File: config.mk
export PLATFORM = sky130hd
export DESIGN_NAME = ysyx_23060111_lsu
export DESIGN_NICKNAME = d
export VERILOG_FILES = /design/src/rtl/ysyx_23060111_lsu.sv
export SDC_FILE = /design/constraint.sdc
export NUM_CORES = 1
export LEC_CHECK = 0
export BUFFER_PORTS_ARGS = -buffer_cell sky130_fd_sc_hd__buf_2
export CAP_MARGIN = 40
export CORE_MARGIN = 2
export CORE_UTILIZATION = 42
export DETAILED_ROUTE_END_ITERATION = 16
export PLACE_DENSITY = 0.87
export SKIP_CTS_REPAIR_TIMING = 1
export SYNTH_ARGS = -nofsm -noshare
export SYNTH_HDL_FRONTEND = slang
export SYNTH_SLANG_ARGS = --single-unit
File: constraint.sdc
create_clock -name clk -period 1.7 [get_ports clk]
set_input_delay 0.255 -clock clk [delete_from_list [all_inputs] [get_ports clk]]
set_output_delay 0.255 -clock clk [all_outputs]
set_load 0.01 [all_outputs]
File: src/rtl/ysyx_23060111_lsu.sv
// Load/store unit: one request at a time from execute, bridged onto split AXI-lite style
// read and write channels, with a one-cycle completion pulse back to the pipeline.
module ysyx_23060111_lsu (
    input  logic        clk,
    input  logic        rst,
    // request from execute
    input  logic        in_valid,
    output logic        in_ready,
    input  logic        in_wen,
    input  logic        in_ren,
    input  logic [31:0] in_addr,
    input  logic [31:0] in_wdata,
    input  logic [31:0] in_mask,
    // completion
    output logic        out_valid,
    output logic [31:0] out_rdata,
    output logic        out_err,
    // read channels
    output logic [31:0] araddr,
    output logic        arvalid,
    input  logic        arready,
    input  logic [31:0] rdata,
    input  logic [1:0]  rresp,
    input  logic        rvalid,
    output logic        rready,
    // write channels
    output logic [31:0] awaddr,
    output logic        awvalid,
    input  logic        awready,
    output logic [31:0] wdata,
    output logic [3:0]  wstrb,
    output logic        wvalid,
    input  logic        wready,
    input  logic [1:0]  bresp,
    input  logic        bvalid,
    output logic        bready
);

    typedef enum logic [2:0] {
        IDLE,
        RD_ADDR,
        RD_DATA,
        WR_REQ,
        WR_RESP,
        DONE
    } state_t;

    state_t      r_state;
    state_t      w_state_d;
    logic [31:0] r_addr;
    logic [31:0] r_wdata;
    logic [2:0]  r_mask;
    logic        r_aw_done;
    logic        r_w_done;
    logic [31:0] r_rdata;
    logic        r_err;

    logic        w_accept;
    logic        w_misaligned;
    logic        w_direct;
    logic [31:0] w_rshift;
    logic [31:0] w_rd_ext;
    logic [31:0] w_rdata_d;
    logic        w_err_d;

    assign w_accept = in_valid && (r_state == IDLE);

    always_comb begin
        w_misaligned = 1'b0;
        if (in_mask == 32'd1) begin
            w_misaligned = 1'b0;
        end else if (in_mask == 32'd2) begin
            w_misaligned = in_addr[0];
        end else if (in_mask == 32'd4) begin
            w_misaligned = (in_addr[1:0] != 2'b00);
        end else begin
            w_misaligned = 1'b1;
        end
    end

    // No-ops and misaligned accesses complete without touching the bus.
    assign w_direct = !(in_wen || in_ren) || w_misaligned;

    assign w_rshift = rdata >> {r_addr[1:0], 3'b000};

    always_comb begin
        case (r_mask)
            3'd1:    w_rd_ext = {24'd0, w_rshift[7:0]};
            3'd2:    w_rd_ext = {16'd0, w_rshift[15:0]};
            default: w_rd_ext = w_rshift;
        endcase
    end

    always_comb begin
        w_state_d = r_state;
        w_rdata_d = r_rdata;
        w_err_d   = r_err;
        case (r_state)
            IDLE: begin
                if (w_accept) begin
                    if (w_direct) begin
                        w_state_d = DONE;
                        w_rdata_d = 32'd0;
                        w_err_d   = w_misaligned && (in_wen || in_ren);
                    end else if (in_wen) begin
                        w_state_d = WR_REQ;
                    end else begin
                        w_state_d = RD_ADDR;
                    end
                end
            end
            RD_ADDR: begin
                if (arready) w_state_d = RD_DATA;
            end
            RD_DATA: begin
                if (rvalid) begin
                    w_state_d = DONE;
                    w_rdata_d = w_rd_ext;
                    w_err_d   = (rresp != 2'b00);
                end
            end
            WR_REQ: begin
                // Each channel's handshake is either already recorded or happening now.
                if ((r_aw_done || awready) && (r_w_done || wready)) w_state_d = WR_RESP;
            end
            WR_RESP: begin
                if (bvalid) begin
                    w_state_d = DONE;
                    w_rdata_d = 32'd0;
                    w_err_d   = (bresp != 2'b00);
                end
            end
            DONE:    w_state_d = IDLE;
            default: w_state_d = IDLE;
        endcase
    end

    always_ff @(posedge clk) begin
        if (rst) begin
            r_state   <= IDLE;
            r_addr    <= 32'd0;
            r_wdata   <= 32'd0;
            r_mask    <= 3'd0;
            r_aw_done <= 1'b0;
            r_w_done  <= 1'b0;
            r_rdata   <= 32'd0;
            r_err     <= 1'b0;
        end else begin
            r_state <= w_state_d;
            r_rdata <= w_rdata_d;
            r_err   <= w_err_d;
            if (w_accept) begin
                r_addr    <= in_addr;
                r_wdata   <= in_wdata;
                r_mask    <= in_mask[2:0];
                r_aw_done <= 1'b0;
                r_w_done  <= 1'b0;
            end else if (r_state == WR_REQ) begin
                if (awready) r_aw_done <= 1'b1;
                if (wready)  r_w_done  <= 1'b1;
            end
        end
    end

    assign in_ready  = (r_state == IDLE);
    assign out_valid = (r_state == DONE);
    assign out_rdata = r_rdata;
    assign out_err   = r_err;

    assign arvalid = (r_state == RD_ADDR);
    assign rready  = (r_state == RD_DATA);
    assign awvalid = (r_state == WR_REQ) && !r_aw_done;
    assign wvalid  = (r_state == WR_REQ) && !r_w_done;
    assign bready  = (r_state == WR_RESP);

    assign araddr = {r_addr[31:2], 2'b00};
    assign awaddr = {r_addr[31:2], 2'b00};
    assign wdata  = r_wdata << {r_addr[1:0], 3'b000};

    always_comb begin
        case (r_mask)
            3'd1:    wstrb = 4'b0001 << r_addr[1:0];
            3'd2:    wstrb = 4'b0011 << r_addr[1:0];
            3'd4:    wstrb = 4'b1111;
            default: wstrb = 4'b0000;
        endcase
    end

endmodule

==> reports/metrics.yaml, run 1 <==
route:
  vias_per_cell: 5.05
  postRouteAntennaNets: 0
  vias: 5818
  drt_first_iter_violations: 396
  postRouteWirelength_um: 17200
  drtPass1Iterations: 5
  drt_drc_violations_left: 0
  drt-wirelength-per-cell_um: 15.0
logic_synthesis:
  mappedNetlistArea_um2: 5680
  yosys_warnings: 0
  synth_cell_type_count: 45
  post_synth_inst_count: 739
  synth.yosys.seq_area_share_pct: 37.0
  async_reset_ff_share_pct: 0
  synth_edf_count: 0
  ys.flop_type: "sky130_fd_sc_hd__dfxtp_1"
  seq_cells_post_synth: 105
  synthesis.area_per_instance_um2: 7.68
finish:
  finalCoreUtilization_pct: 57.6
  ff_latch_area_um2: 2120
  layout.cell_area.non_filler_um2: 7620
  multi_input_area_um2: 2980
  final_common_cell: "sky130_fd_sc_hd__buf_2"
  fraction_of_final_layout_cells_with_drive_strength_greater_than_1_pct: 40.6
  nNetsFinal: 1111
  n_fill_cell: 1197
  synth_to_final_area_change_pct: 34.3
  finalNonFillerCells: 1151
  leading_cell_types_in_the_layout_fill_and_taps_excluded: "sky130_fd_sc_hd__buf_2, sky130_fd_sc_hd__nand2_1, sky130_fd_sc_hd__dfxtp_1"
global_route:
  global_route_wire_length_before_repair_um: 25000
  grt_overflow_total: 0
  first_global_vias: 5121
  grt_antenna_before_repair: 1
  grtUsageTotal_pct: 21.4
  grt_start_max_net_pins: 107
floorplan:
  floorplan_core_area_um2: 13200
  design.portCount: 282
  std_cell_rows: 42
  die_area_um2: 14500
  chipWidth_um: 120
  chipHeight_um: 120
  initial_core_util_pct: 42.9
placed_design:
  place.port_buffers: 277
  post_place_cell_area_um2: 6980
  globalplace.congestion: 0.862
  dp.final_hpwl_um: 12200
  numPlacedInstances: 1118
  place_worst_setup_slack_ns: -0.253
run:
  number_of_max_cap_violations: 0
clock_tree:
  cts_tree: "done"
  clock_tree.root_cell: "sky130_fd_sc_hd__clkbuf_16"
  numCtsBuffers: 9
  clkTransAtPathRegs_ns: 0.07
  clock_path_buffers: 2
  clock_sinks: 105
  cts_max_level: 3
  clock_insertion_delay_worst_skew_ns: 0.35
setup_path:
  critical_path_required_ns: 1.98
  cp_max_fo: 8
  critical_path_class: "reg -> reg"
  timing.reg2reg.worst_path_depth: 7
  setup.worst_path.end_class: "flop"
  start_kind: "flop"
  worst-endpoint-arrival_ns: 2.04
pwr:
  power_leakage_nw: 3.49
  design_power_total_mw: 7.11
  vdd_ir_drop_max_v: 0.000630
  power_density_nw_per_um2: 933
timing:
  post-route-period-util_pct: 103
  timing.setup.tns_ns: -0.791
  finalHoldViolations: 0
  final_setup_violation_count: 33
  grt_setup_unrepaired: "true"
  report.final.slew_viol_count: 0
  finalHoldWorstSlack_ns: 0.137
  fmax_mhz: 568
  finalCriticalPeriod_ns: 1.76
  layout_skew_ns: 0.00942
  worst_slack_ns: -0.0594
min_path:
  whs_path_depth: 3
  hp-class: "in -> reg"
status:
  result_of_the_run: "finished with violations"
  violated_checks: "negative setup slack"
[final timing paths]
kind | slack, ns | endpoint | start
max | -0.06 | out_rdata[24]$_SDFFE_PP0P_ | r_state[2]$_SDFFE_PP0P_
min reg2reg | 0.45 | r_wdata[28]$_SDFFE_PP0P_ | r_wdata[28]$_SDFFE_PP0P_
max reg2reg | -0.06 | out_rdata[24]$_SDFFE_PP0P_ | r_state[2]$_SDFFE_PP0P_
min | 0.14 | r_addr[2]$_SDFFE_PP0P_ | in_addr[2]
[where the power goes]
group          leakage [nW]  internal [mW]  switching (mW)
combinational          2.50           1.03            1.26
clock                 0.137           1.05           0.972
sequential            0.859           2.65           0.155
total                  3.49           4.73            2.38
[area by class of cell]
class	instances	area share, %
diodes	1	0.0328
clock buffers	10	3.13
clock inverters	6	0.640
inverters	4	0.197
multi-input cells	518	39.1
flip-flops and latches	105	27.8
well taps	176	2.89
repair buffers	331	26.2
[state kept, by name (all words and copies together), names as in the netlist]
| name | flops |
|---|---|
| out_err | 1 |
| r_wdata | 32 |
| r_state | 3 |
| r_w_done | 1 |
| r_mask | 3 |
| r_aw_done | 1 |
| out_rdata | 32 |
| r_addr | 32 |
[cells in the mapped netlist (all sizes together), types with 2 or more instances]
cell type	count	area share, %
o21ai	47	4.1
nor3b	2	0.26
and2	12	1.3
nor2	19	1.4
o2111ai	2	0.42
a21oi	87	7.7
and4	2	0.31
nand2b	29	3.2
a21o	2	0.26
mux2i	49	8.6
nor2b	14	1.5
mux2	8	1.6
nand3	3	0.26
buf	78	9.9
nand4	16	1.8
a31oi	4	0.44
nor3	9	0.88
clkbuf	38	2.5
nor4	6	0.66
dfxtp	105	37
nand2	181	12
a211oi	9	1.4
inv	4	0.26
[critical path, cell delays in order, from the launching register on]
cell	delay, ns
sky130_fd_sc_hd__dfxtp_4	0.36
sky130_fd_sc_hd__buf_6	0.11
sky130_fd_sc_hd__or4b_4	0.49
sky130_fd_sc_hd__a21o_1	0.19
sky130_fd_sc_hd__nor3_2	0.19
sky130_fd_sc_hd__buf_6	0.16
sky130_fd_sc_hd__nand2_1	0.06
sky130_fd_sc_hd__mux2i_1	0.14
[per-layer routing]
layer | vias up | routed length, µm | part of all wire (%) | track usage, %
met5 | - | 0 | 0 | 0
met1 | 2651 | 7540 | 44 | 28.2
li1 | 2886 | - | - | -
met2 | 250 | 8180 | 48 | 34.8
met4 | 0 | 376 | 2.2 | 7.70
met3 | 31 | 1110 | 6.5 | 4.10
[logic make-up after synthesis]
family / after synthesis / share of synthesized area, %
and+or+nand+nor: 297 / 24.2
xor gates and xnor gates: 1 / 0.154
muxes: 57 / 10.2
buffers and inverters: 120 / 12.7
AOI/OAI and AO/OA: 158 / 15.6
other: 1 / 0.0661
DFF: 105 / 37.0
(Power assumes the default switching activity.)
==> run 2: changes to the inputs <==
--- a/config.mk
+++ b/config.mk
@@ -13,4 +13,5 @@
 export PLACE_DENSITY = 0.87
 export SKIP_CTS_REPAIR_TIMING = 1
+export SLEW_MARGIN = 20
 export SYNTH_ARGS = -nofsm -noshare
 export SYNTH_HDL_FRONTEND = slang
==> constraint.sdc (replaced) <==
create_clock -name clk -period 1.7 [get_ports clk]
set_input_delay 0.085 -clock clk [delete_from_list [all_inputs] [get_ports clk]]
set_output_delay 0.085 -clock clk [all_outputs]
set_load 0.01 [all_outputs]
==> run 2 against run 1 <==
Net effect:
- the run ends with negative hold slack, negative setup slack left
- final cell count increased by 2.3%
- cell area up 3.4%
- first-iteration DRC count increased by 12%
- combinational power about the same
- worst hold slack worse by 0.16 ns
- sequential power is essentially flat
- clock-buffer cell count rose by 1
- sequential share of layout area shrank 0.91 points
- sequential cell count unchanged
- via count up 4.3%
- die area unchanged
- highest routed layer unchanged
==> reports/metrics.yaml, run 2 (synthesis gave the netlist of run 1 again) <==
pwr:
  design_power_total_mw: 7.37  # +3.5%
  power_density_nw_per_um2: 934  # about the same
  switching_power_mw: 2.34  # -1.8%
  p_int_mw: 5.02  # +6.2%
  sw_frac_of_total_pct: 31.8  # -1.7 points
  power_leakage_nw: 3.58  # +2.5%
  power.sequential.fraction_pct: 38.3  # -1.2 points
  power_frac_comb_pct: 30.5  # -1.6 points
  power.clock.fraction_pct: 31.2  # +2.7 points
  vdd_ir_drop_max_v: 0.000581  # -7.7%
setup_path:
  crit-reg2reg-launch: "r_state[0]$_SDFFE_PP0P_"
  timing.reg2reg.worst_path_depth: 6  # -1
  start_kind: "flop"
  cp_max_fo: 24  # +16
  regToRegSetupSlack_ns: 0  # +0.06 ns
  critical_path_required_ns: 1.62  # -0.36 ns
  worst-endpoint-arrival_ns: 1.62  # -0.42 ns
  crit-reg2reg-capture: "out_rdata[25]$_SDFFE_PP0P_"
  critical_path_class: "reg -> out"
  setup.worst_path.end_class: "output pin"
timing:
  finalHoldViolations: 10  # +10
  grt_setup_unrepaired: "true"
  fmax_mhz: 586  # +3.1%
  post-route-period-util_pct: 100  # -3.1 points
  finalHoldWorstSlack_ns: -0.0267  # -0.164 ns
  report.final.slew_viol_count: 0  # unchanged
  worst_slack_ns: -0.00587  # +0.0535 ns
  layout_skew_ns: 0.00570  # -0.00372 ns
  final_setup_violation_count: 2  # -94%
  finalCriticalPeriod_ns: 1.71  # -0.0535 ns
route:
  drt_drc_violations_left: 0  # unchanged
  postRouteWirelength_um: 18300  # +6.6%
  drt-wirelength-per-cell_um: 15.6  # +4.2%
  vias: 6066  # +4.3%
  drt_first_iter_violations: 444  # +12%
  vias_per_cell: 5.15  # +2.0%
  postRouteAntennaNets: 0  # unchanged
  drtPass1Iterations: 5  # unchanged
placed_design:
  numPlacedInstances: 1107  # -0.98%
  dp.final_hpwl_um: 12100  # -0.69%
  post_place_cell_area_um2: 6890  # -1.4%
  place.port_buffers: 277  # unchanged
  globalplace.congestion: 0.884  # +2.6%
  place_worst_setup_slack_ns: -0.302  # -0.0487 ns
finish:
  antenna_cells: 0  # -1
  fraction_of_final_layout_cells_with_drive_strength_greater_than_1_pct: 35.9  # -4.7 points
  finalCoreUtilization_pct: 59.6  # +2.0 points
  finalNonFillerCells: 1177  # +2.3%
  layout.cell_area.non_filler_um2: 7890  # +3.4%
  n_fill_cell: 1156  # -3.4%
  leading_cell_types_in_the_layout_fill_and_taps_excluded: "sky130_fd_sc_hd__buf_2, sky130_fd_sc_hd__nand2_1, sky130_fd_sc_hd__dfxtp_1"
  nNetsFinal: 1139  # +2.5%
  synth_to_final_area_change_pct: 38.9
  final_common_cell: "sky130_fd_sc_hd__buf_2"
clock_tree:
  clock_tree.root_cell: "sky130_fd_sc_hd__clkbuf_16"
  cts_max_level: 3  # unchanged
  clock_insertion_delay_worst_skew_ns: 0.34  # about the same
  cts_tree: "done"
  clock_path_buffers: 2  # unchanged
  numCtsBuffers: 9  # unchanged
  clkTransAtPathRegs_ns: 0.07  # about the same
  clock_sinks: 105  # unchanged
global_route:
  grt_antenna_before_repair: 0  # -1
  global_route_wire_length_before_repair_um: 25900  # +3.5%
  grtUsageTotal_pct: 22.1  # +0.74 points
  grt_start_max_net_pins: 107  # unchanged
  first_global_vias: 5261  # +2.7%
  grt_overflow_total: 0  # unchanged
floorplan:
  design.portCount: 282  # unchanged
  initial_core_util_pct: 42.9  # unchanged
  die_area_um2: 14500  # unchanged
  floorplan_core_area_um2: 13200  # unchanged
  chipWidth_um: 120  # unchanged
  std_cell_rows: 42  # unchanged
  chipHeight_um: 120  # unchanged
status:
  violated_checks: "negative hold slack, negative setup slack"
  result_of_the_run: "finished with violations"
min_path:
  hp-class: "in -> reg"
  whs_path_depth: 3  # unchanged
  worst_hold_endpoint: "r_addr[28]$_SDFFE_PP0P_"
  hold_path_startpoint: "in_addr[28]"
run:
  number_of_max_cap_violations: 0  # unchanged
==> run 2: cell types whose count changed in the layout (fill, tap and decap cells not counted), sizes merged <==
cell,delta
clkinvlp,-1
clkbuf,+1
bufinv,+2
diode,-1
dlygate4sd3,+48
inv,-3
buf,-20
==> run 2: cell type report <==
cell class                      count  area, µm²  share of cell area, %
Clock buffer                       11        253                   3.20
Clock inverter                      4       76.3                  0.968
Inverter                            4       15.0                  0.190
Multi-Input combinational cell    518       2930                   37.2
Sequential cell                   105       2120                   26.9
Tap cell                          176        220                   2.79
Timing Repair Buffer              359       2270                   28.8
==> run 2: how the worst max path moves through the flow <==
stage | start | end | slack, ns | cells past startpoint
6_report | r_addr[0]$_SDFFE_PP0P_ | wstrb[2] | -0.006 | 6
5_1_grt | r_state[2]$_SDFFE_PP0P_ | out_rdata[24]$_SDFFE_PP0P_ | -0.08 | 6
4_1_cts | r_state[1]$_SDFFE_PP0P_ | out_err$_SDFFE_PP0P_ | -0.31 | 5
3_5_place_dp | r_state[1]$_SDFFE_PP0P_ | out_err$_SDFFE_PP0P_ | -0.30 | 5
3_3_place_gp | r_state[1]$_SDFFE_PP0P_ | out_err$_SDFFE_PP0P_ | -0.16 | 5
2_1_floorplan | r_state[2]$_SDFFE_PP0P_ | out_rdata[19]$_SDFFE_PP0P_ | 0.0008 | 7
==> run 2: critical path, stage by stage (launching register included) <==
cell,delay [ns]
sky130_fd_sc_hd__dfxtp_4,0.40
sky130_fd_sc_hd__buf_12,0.20
sky130_fd_sc_hd__inv_1,0.07
sky130_fd_sc_hd__nor3_1,0.19
sky130_fd_sc_hd__a31oi_1,0.07
sky130_fd_sc_hd__o21ai_2,0.18
sky130_fd_sc_hd__buf_2,0.16
==> run 2: metal layers <==
metal	up-vias	track usage (%)	share of wire [%]
met5	-	0	0
met4	0	8.65	2.6
met3	43	3.82	6.5
li1	2949	-	-
met1	2773	29.4	42
met2	301	35.7	49
==> run 2: power groups by stage <==
stage               sequential, mW  clock [mW]  combinational (mW)
finish                        2.82        2.30                2.25
detailed placement            2.85           0                1.99
floorplan                     2.81           0                1.40
global route                  2.84        2.46                2.45
global placement              2.84           0                1.95
CTS                           2.80        2.35                1.99
==> run 2: through the flow <==
stage	TNS, ns	hold slack (ns)
finish	-0.00706	-0.0267
global route	-0.632	-0.00111
CTS	-8.45	-0.0439
detailed placement	-5.91	0.330
global placement	-3.20	0.325
floorplan	0	0.221
==> run 3: changes to the inputs <==
- ABC_AREA: unset -> 1
- BUFFER_PORTS_ARGS: -buffer_cell sky130_fd_sc_hd__buf_2 -> -buffer_cell sky130_fd_sc_hd__buf_4
==> run 3 against run 2 <==
Net effect:
- total power up 79%
- cell area up 2.0%
- the flow finishes with violations (negative setup slack)
- clock power down 13%
- synthesized cell count up 13%
- sequential power up 37%
- clock-buffer cell count unchanged
- global-route usage up 3.7 points
- worst hold slack better by 0.036 ns
- largest cell class unchanged
- largest power group is now combinational logic
- die area down 0.52%
- critical path type unchanged
==> reports/metrics.yaml, run 3 <==
route:
  drt_drc_violations_left: 0  # unchanged
  vias: 6434  # +6.1%
  drt-wirelength-per-cell_um: 15.9  # +2.0%
  postRouteWirelength_um: 19700  # +7.5%
  vias_per_cell: 5.19  # +0.68%
  drtPass1Iterations: 5  # unchanged
  drt_first_iter_violations: 523  # +18%
  postRouteAntennaNets: 0  # unchanged
logic_synthesis:
  dominant_combinational_cell_family_by_area_after_synthesis: "simple AND/OR/NAND/NOR gates"
  post-synth-top-area-cell: "sky130_fd_sc_hd__dfxtp_1"
  mappedNetlistArea_um2: 5650  # -0.53%
  post_synth_xor_area_fraction_pct: 0  # -0.15 points
  synth_top_cells_by_area: "sky130_fd_sc_hd__dfxtp_1, sky130_fd_sc_hd__nor2_1, sky130_fd_sc_hd__buf_4"
  synth-simple-area-share_pct: 25.4  # +1.2 points
  netlist.area_leader.share_pct: 37.2  # +0.20 points
  synth_compound_gate_area_share_pct: 20.4  # +4.8 points
  synth_edf_count: 0  # unchanged
  synth.area.mux_share_pct: 0  # -10 points
  post_synth_inst_count: 838  # +13%
  synth_fa_ha_area_share_pct: 0  # unchanged
  async_reset_ff_share_pct: 0  # unchanged
  yosys_warnings: 0  # unchanged
  seq_cells_post_synth: 105  # unchanged
  ys.flop_type: "sky130_fd_sc_hd__dfxtp_1"
  synth_top_cells_by_count: "sky130_fd_sc_hd__nor2_1, sky130_fd_sc_hd__nand2_1, sky130_fd_sc_hd__dfxtp_1, sky130_fd_sc_hd__o21ai_0, sky130_fd_sc_hd__a21oi_1"
  synthesis.area_per_instance_um2: 6.74  # -12%
  synth.yosys.seq_area_share_pct: 37.2  # +0.20 points
  synth_cell_type_count: 33  # -27%
  yosysMostFrequentCell: "sky130_fd_sc_hd__nor2_1"
finish:
  final_common_cell: "sky130_fd_sc_hd__buf_4"
  nNetsFinal: 1201  # +5.4%
  finalNonFillerCells: 1240  # +5.4%
  fraction_of_final_layout_cells_with_drive_strength_greater_than_1_pct: 35.4  # -0.43 points
  leading_cell_types_in_the_layout_fill_and_taps_excluded: "sky130_fd_sc_hd__buf_4, sky130_fd_sc_hd__nor2_1, sky130_fd_sc_hd__nand2_1"
  synth_to_final_area_change_pct: 42.4
  antenna_cells: 0  # unchanged
placed_design:
  numPlacedInstances: 1212  # +9.5%
  globalplace.congestion: 0.970  # +9.7%
  dp.final_hpwl_um: 14600  # +21%
  place.port_buffers: 277  # unchanged
pwr:
  power_density_nw_per_um2: 1640  # +76%
  vdd_ir_drop_max_v: 0.000599  # +3.0%
  switching_power_mw: 5.62  # +140%
  design_power_total_mw: 13.2  # +79%
  p_int_mw: 7.60  # +51%
  power.clock.fraction_pct: 15.1  # -16 points
  power_leakage_nw: 3.79  # +5.8%
  power_frac_comb_pct: 55.7  # +25 points
  sw_frac_of_total_pct: 42.5  # +11 points
  power.sequential.fraction_pct: 29.2  # -9.1 points
setup_path:
  setup.worst_path.end_class: "output pin"
  crit-reg2reg-launch: "r_addr[1]$_SDFFE_PP0P_"
  worst_setup_path_startpoint: "r_addr[0]$_SDFFE_PP0P_"
  start_kind: "flop"
  worst-endpoint-arrival_ns: 1.66  # +0.04 ns
  critical_path_class: "reg -> out"
  cp_max_fo: 8  # -67%
  critical_path_required_ns: 1.62  # about the same
timing:
  finalHoldWorstSlack_ns: 0.00895  # +0.0356 ns
  layout_skew_ns: 0.00975  # +0.00405 ns
  grt_setup_unrepaired: "true"
  finalCriticalPeriod_ns: 1.74  # +0.0343 ns
  finalHoldViolations: 0  # -10
  fmax_mhz: 575  # -2.0%
  final_setup_violation_count: 4  # +2
  worst_slack_ns: -0.0401  # -0.0343 ns
  report.final.slew_viol_count: 0  # unchanged
  post-route-period-util_pct: 102  # +2.0 points
clock_tree:
  clkTransAtPathRegs_ns: 0.07  # about the same
  clock_sinks: 105  # unchanged
  clock_insertion_delay_worst_skew_ns: 0.34  # about the same
  clock_tree.root_cell: "sky130_fd_sc_hd__clkbuf_16"
  numCtsBuffers: 9  # unchanged
  cts_max_level: 3  # unchanged
  cts_tree: "done"
  clock_path_buffers: 2  # unchanged
status:
  result_of_the_run: "finished with violations"
  violated_checks: "negative setup slack"
global_route:
  global_route_wire_length_before_repair_um: 29900  # +16%
  grt_overflow_total: 0  # unchanged
  grt_start_max_net_pins: 64  # -40%
  first_global_vias: 5986  # +14%
  grt_antenna_before_repair: 0  # unchanged
  grtUsageTotal_pct: 25.8  # +3.7 points
floorplan:
  chipWidth_um: 120  # -0.26%
  initial_core_util_pct: 42.8  # -0.057 points
  die_area_um2: 14400  # -0.52%
  design.portCount: 282  # unchanged
  std_cell_rows: 42  # unchanged
  floorplan_core_area_um2: 13200  # -0.40%
  chipHeight_um: 120  # -0.26%
run:
  number_of_max_cap_violations: 0  # unchanged
min_path:
  hp-class: "in -> reg"
  hold_path_startpoint: "wready"
[run 3: final cells by class]
cell class / instances / area, µm²
Fill cell: 1215 / 5150
Multi-Input combinational cell: 558 / 2680
Timing Repair Buffer: 319 / 2480
Sequential cell: 105 / 2110
Inverter: 66 / 270
Clock buffer: 11 / 243
Tap cell: 176 / 220
Clock inverter: 5 / 38.8
[run 3: worst max-delay path, stage by stage, from the launching register on]
cell and delay [ns]:
sky130_fd_sc_hd__dfxtp_4 0.40, sky130_fd_sc_hd__inv_4 0.05, sky130_fd_sc_hd__nor2_4 0.16, sky130_fd_sc_hd__clkinvlp_4 0.29, sky130_fd_sc_hd__o221ai_2 0.26, sky130_fd_sc_hd__buf_4 0.17
[run 3: layer usage]
metal	routed length, µm	vias up	GRT usage, %
met3	1450	32	3.66
met4	438	0	10.2
li1	-	3110	-
met2	9950	331	43.5
met1	7880	2961	33.1
met5	0	-	0
[run 3: logic make-up after synthesis]
kind of cell	Yosys count
AO/OA/AOI/OAI	210
buffers and inverters	178
flip-flops	105
other	1
AND/OR/NAND/NOR	344
[run 3: final timing paths]
path                               endpoint  slack, ns  cells after the start
setup / recovery                  wdata[23]      -0.04                      5
hold / removal        r_w_done$_SDFFE_PP0P_      0.009                      3
setup reg to reg  out_rdata[2]$_SDFFE_PP0P_       0.08                      7
hold reg to reg    r_wdata[30]$_SDFFE_PP0P_       0.47                      2
[run 3: stage by stage]
step / area, µm² / setup slack, ns / TNS, ns / util (%)
after floorplan: 5660 / 0.311 / 0 / -
after global placement: 7530 / 0.101 / 0 / 57.1
after detailed placement: 7530 / 0.0440 / 0 / 57.1
after CTS: 7810 / -0.306 / -2.88 / 59.2
after global routing: 8040 / -0.0938 / -0.545 / 61.0
final: 8040 / -0.0401 / -0.120 / 61.0
[run 3: power by group through the flow]
stage | clock network [mW] | logic [mW] | registers (mW)
after floorplan | 0 | 3.88 | 3.89
after global placement | 0 | 6.68 | 3.83
after detailed placement | 0 | 6.78 | 3.86
after CTS | 2.02 | 6.80 | 3.81
after global routing | 2.11 | 7.99 | 3.95
final | 2.00 | 7.36 | 3.86
